**src/rtl/rx_detection_reporter.sv**
```systemverilog
// rx_detection_reporter: queues peak-detection events in a small FIFO and hands them to the ARM over a 4-phase valid/ack handshake
//   crx_clk, rrx_rst            clock, synchronous active-high reset
//   erx_en                      enable; low flushes everything on the edge
//   ipeak, iseq_id, itime       event payload, sampled on the trigger's rising edge
//   itrigger                    detection trigger (rising edge = event)
//   iarm_ack                    ARM acknowledge (4-phase)
//   iclr_overflow               clears the sticky overflow flag
//   o_valid, o_peak, o_seq, o_time   presented entry
//   o_level                     entries waiting in the FIFO (excluding the presented one)
//   o_overflow                  sticky: an event was dropped on a full FIFO
module rx_detection_reporter #(
    parameter int                 DEPTH    = 4,
    parameter logic signed [15:0] MIN_PEAK = 16'sd0
) (
    input  logic                     crx_clk,
    input  logic                     rrx_rst,
    input  logic                     erx_en,
    input  logic signed [15:0]       ipeak,
    input  logic [3:0]               iseq_id,
    input  logic [15:0]              itime,
    input  logic                     itrigger,
    input  logic                     iarm_ack,
    input  logic                     iclr_overflow,
    output logic                     o_valid,
    output logic signed [15:0]       o_peak,
    output logic [3:0]               o_seq,
    output logic [15:0]              o_time,
    output logic [$clog2(DEPTH):0]   o_level,
    output logic                     o_overflow
);
    localparam int AW = $clog2(DEPTH);
    typedef enum logic [1:0] {IDLE, VALID, RELEASE} state_t;
    state_t        state, state_nx;
    logic [35:0]   mem [DEPTH];
    logic [AW-1:0] wr_ptr, rd_ptr;
    logic          rtrig_d, trig_event, keep, full, push, pop, drop;
    always_comb begin
        trig_event = itrigger & ~rtrig_d & erx_en;
        keep       = trig_event && ipeak >= MIN_PEAK;
        full       = o_level == (AW+1)'(DEPTH);
        // the FSM only pops from a registered non-empty level, so pop never meets an empty FIFO
        pop        = state == IDLE && o_level != '0;
        push       = keep && (!full || pop);
        drop       = keep && full && !pop;
        state_nx   = pop                          ? VALID   :
                     (state == VALID && iarm_ack)   ? RELEASE :
                     (state == RELEASE && !iarm_ack) ? IDLE    : state;
    end
    always_ff @(posedge crx_clk)
        if (push) mem[wr_ptr] <= {ipeak, iseq_id, itime};
    always_ff @(posedge crx_clk) begin
        if (rrx_rst || !erx_en) begin
            state      <= IDLE;
            rtrig_d    <= 1'b0;
            wr_ptr     <= '0;
            rd_ptr     <= '0;
            o_level    <= '0;
            o_valid    <= 1'b0;
            o_peak     <= '0;
            o_seq      <= '0;
            o_time     <= '0;
            o_overflow <= 1'b0;
        end else begin
            state   <= state_nx;
            rtrig_d <= itrigger;
            if (push) wr_ptr <= wr_ptr + 1'b1;
            if (pop) begin
                {o_peak, o_seq, o_time} <= mem[rd_ptr];
                rd_ptr <= rd_ptr + 1'b1;
            end
            o_level    <= (push && !pop) ? o_level + 1'b1 :
                          (pop && !push) ? o_level - 1'b1 : o_level;
            o_valid    <= pop ? 1'b1 : (state == VALID && iarm_ack) ? 1'b0 : o_valid;
            // a drop in the same cycle as a clear keeps the flag set
            o_overflow <= drop | (o_overflow & ~iclr_overflow);
        end
    end
endmodule

```
**config.mk**
```make
export PLATFORM = sky130hd
export DESIGN_NAME = rx_detection_reporter
export DESIGN_NICKNAME = d
export VERILOG_FILES = /design/src/rtl/rx_detection_reporter.sv
export SDC_FILE = /design/constraint.sdc
export NUM_CORES = 1
export LEC_CHECK = 0
export CORE_ASPECT_RATIO = 1.5
export CORE_MARGIN = 2
export CORE_UTILIZATION = 55
export DETAILED_ROUTE_END_ITERATION = 10
export GPL_TIMING_DRIVEN = 1
export HOLD_SLACK_MARGIN = 0.08
export MAX_ROUTING_LAYER = met4
export PLACE_DENSITY = 0.87
export REMOVE_ABC_BUFFERS = 1
export SLEW_MARGIN = 20
export SYNTH_ARGS = -nofsm -noshare
export SYNTH_HDL_FRONTEND = slang
export SYNTH_SLANG_ARGS = --single-unit
```
**constraint.sdc**
```tcl
create_clock -name crx_clk -period 3.1 [get_ports crx_clk]
set_input_delay 0.62 -clock crx_clk [delete_from_list [all_inputs] [get_ports crx_clk]]
set_output_delay 0.62 -clock crx_clk [all_outputs]
set_load 0.01 [all_outputs]
```
==> impl_metrics.env <==
export IMPL_placementRows=50
export IMPL_clkLatencyLatePin_ns=0.42
export IMPL_core_area_um2=12500
export IMPL_drt_iter0_drc=289
export IMPL_seq_power_share_pct=49.4
export IMPL_cts_tree="yes"
export IMPL_clock_fmax_mhz=400
export IMPL_die_y_um=143
export IMPL_hpwlAfterDp_um=8310
export IMPL_drt_pass1_iter_count=5
export IMPL_clkPwrFrac_pct=40.4
export IMPL_ys_top_cells_by_area="edfxtp_1 61%, dfxtp_1 14%, mux4_2 11%"
export IMPL_tightest_slew_ns=1.00
export IMPL_cp_top_family="adder cells"
export IMPL_synth_top_cell_area_share_pct=61.0
export IMPL_area_growth_pct=24.2
export IMPL_status="finished, final reports clean"
export IMPL_worst_path_max_fanout=5
export IMPL_maxCapViolCount=0
export IMPL_cts_clk_slew_worst_paths_ns=0.07
export IMPL_gr_total_overflow=0
export IMPL_clock_sinks=192
export IMPL_yosys_warnings=0
export IMPL_p_sw_w=0.00130
export IMPL_min_path_type="reg -> reg"
export IMPL_grt_pass1_wl_um=21600
export IMPL_initial_utilization_pct=56.7
export IMPL_rsz0062_at_grt="no"
export IMPL_ys_flop_type="edfxtp_1"
export IMPL_maxSlewViolCount=0
export IMPL_routabilityCongestion=0.764
export IMPL_synth_most_common_cell="edfxtp_1"
export IMPL_r2r_start="o_level[2]$_SDFFE_PP0P_"
export IMPL_period_minus_slack_ns=2.50
export IMPL_num_vias=3811
export IMPL_timing_hold_ws_ns=0.463
export IMPL_synth_edff_count=144
export IMPL_ys_async_sr_fraction_pct=0
export IMPL_peakVddDrop_uv=376
export IMPL_reg2regPathDepth=9
export IMPL_syn_area_um2=7090
export IMPL_num_antenna_cells=0
export IMPL_ant_nets=0
export IMPL_synthCells=379
export IMPL_antenna_found_initial=0
export IMPL_clk_path_buf_depth=2
export IMPL_comb_power_share_pct=10.1
export IMPL_yosysUniqueCellTypes=31
export IMPL_pre_cts_slack_ns=0.170
export IMPL_crit_start="ipeak[15]"
export IMPL_start_kind="primary input"
export IMPL_grt_usage_pct=21.7
export IMPL_avgSynthCellArea_um2=18.7
export IMPL_critPathKind="in -> reg"
export IMPL_worst_slack_ns=0.597
export IMPL_maxSlewHeadroom_pct=33.2
export IMPL_yosys_top_cells_count="144 x edfxtp_1, 48 x dfxtp_1, 41 x nand2_1"
export IMPL_totalWireLength_um=14200
export IMPL_clock_skew_ns=0.00745
export IMPL_die_area_um2=13800
export IMPL_max_stage_delay_ns=0.48
export IMPL_hold_viol_final=0
export IMPL_cts_made_buffers=17
export IMPL_synth_seq_cells=192
export IMPL_p_int_w=0.00457
export IMPL_drc=0
export IMPL_cp_cell_sequence="clkdlybuf4s50_1 -> nand4bb_1 -> a31oi_2 -> ha_1 -> inv_1 -> fa_1 -> xor2_1 -> or3_1 -> a21oi_1"
export IMPL_dieWidth_um=96.7
export IMPL_dp_cells=609
export IMPL_io_pins=83
export IMPL_crit_end="o_level[2]$_SDFFE_PP0P_"
export IMPL_pwr_density_cell_nw_per_um2=667
export IMPL_period_share_pct=80.7
export IMPL_finalSetupTns_ns=0
export IMPL_end_kind="flop"
export IMPL_place_area_um2=8150
export IMPL_grt_max_degree=42
export IMPL_setup_viol=0
export IMPL_viasPerCell=5.95
export IMPL_r2r_setup_slack_ns=0.74
export IMPL_wl_per_cell_um=22.1
export IMPL_crit_arrival_ns=2.85
export IMPL_root_buffer="clkbuf_16"
export IMPL_stdcell_count=641
export IMPL_reg2reg_to="o_level[2]$_SDFFE_PP0P_"
export IMPL_design_area_um2=8800
export IMPL_cts_repair_resize_count=0
export IMPL_synth_top_area_cell="edfxtp_1"
export IMPL_grt_pass1_vias=3998
export IMPL_p_leak_nw=2.80
export IMPL_path_depth=9
export IMPL_holdBufCountCts=0
export IMPL_ys_seq_area_share_pct=74.5
export IMPL_cp_buffers_inverters=2
export IMPL_io_buffers=82
export IMPL_layout_nets=520
export IMPL_sw_frac_of_total_pct=22.1
export IMPL_worst_path_max_delay_cell="clkdlybuf4s50_1"
export IMPL_required_ns=3.45
export IMPL_h_tree_depth=4
export IMPL_post_cts_setup_buffer_count=0
export IMPL_layout_drive_gt1_share_pct=19.6
## power by group through the flow
| stage | registers [W] | logic, W | clock network [W] |
|---|---|---|---|
| after global placement | 0.00295 | 0.000569 | 0 |
| after global routing | 0.00291 | 0.000627 | 0.00252 |
| final | 0.00290 | 0.000594 | 0.00237 |
| after detailed placement | 0.00296 | 0.000589 | 0 |
| after CTS | 0.00290 | 0.000595 | 0.00240 |
| after floorplan | 0.00297 | 0.000282 | 0 |
## worst reg2reg max path: stages, from the launching register on
cell     delay (ns)
dfxtp_1        0.38
nor3_2         0.52
nor2_4         0.04
inv_1          0.11
ha_1           0.20
inv_1          0.06
fa_1           0.37
xor2_1         0.16
or3_1          0.30
a21oi_1        0.15
## stage by stage
stage | utilization, % | power, W
after floorplan | - | 0.00325
after global routing | 70.4 | 0.00606
after global placement | 65.1 | 0.00352
after detailed placement | 65.1 | 0.00355
final | 70.4 | 0.00587
after CTS | 70.4 | 0.00590
## area by class of cell
type	count	area (µm²)
tap	156	195
timing repair buffer	95	968
inverter	7	26.3
multi-input combinational	159	1670
fill	743	3710
sequential	192	5290
clock buffer	17	425
clock inverter	15	230
## kinds of logic after synthesis
family | synth area share [%]
flip-flops | 74.5
multiplexers | 11.9
AND/OR/NAND/NOR | 4.22
adder cells (fa/ha/maj) | 1.16
AO/OA/AOI/OAI | 5.84
buffers and inverters | 2.12
XOR/XNOR | 0.247
## placed cells by master (no fill, tap or decap), types with 4 or more instances in the layout
cell type        netlist  final
ha_1                   5      5
and2_2                 0      4
mux4_2                36     36
a21oi_1                7      7
clkdlybuf4s50_1        0     82
bufinv_16              0      5
edfxtp_1             144    144
dfxtp_1               48     46
buf_4                  2      9
inv_1                  7      7
o2bb2ai_1             33     33
o21ai_0                5      5
clkbuf_16              0     17
nand2_1               41     41
nor2_1                 4      4
buf_12                 0      4
inv_6                  0      4
## flip-flops by register name, indices dropped and copies added (netlist names)
register,flops
rtrig_d,1
o_overflow,1
wr_ptr,2
rd_ptr,2
state,2
o_level,3
o_peak,16
mem,144
o_valid,1
o_time,16
o_seq,4
## worst min path at each step
| stage | start | cells past startpoint | end |
|---|---|---|---|
| floorplan | wr_ptr[1]$_SDFFE_PP0P_ | 2 | wr_ptr[1]$_SDFFE_PP0P_ |
| global placement | o_time[8]$_SDFFE_PP0P_ | 2 | o_time[8]$_SDFFE_PP0P_ |
| detailed placement | o_peak[15]$_SDFFE_PP0P_ | 2 | o_peak[15]$_SDFFE_PP0P_ |
| CTS | o_peak[15]$_SDFFE_PP0P_ | 2 | o_peak[15]$_SDFFE_PP0P_ |
| global route | o_peak[8]$_SDFFE_PP0P_ | 2 | o_peak[8]$_SDFFE_PP0P_ |
| finish | o_peak[15]$_SDFFE_PP0P_ | 2 | o_peak[15]$_SDFFE_PP0P_ |
## layer usage
metal  wire length (µm)  up-vias  track usage [%]
met5                  0        -                -
met2               8020      163             38.3
li1                   -     1673                -
met3                809       22             5.14
met4                245        0             8.45
met1               5120     1953             23.8
No activity file was read; power rests on OpenSTA's default activity.
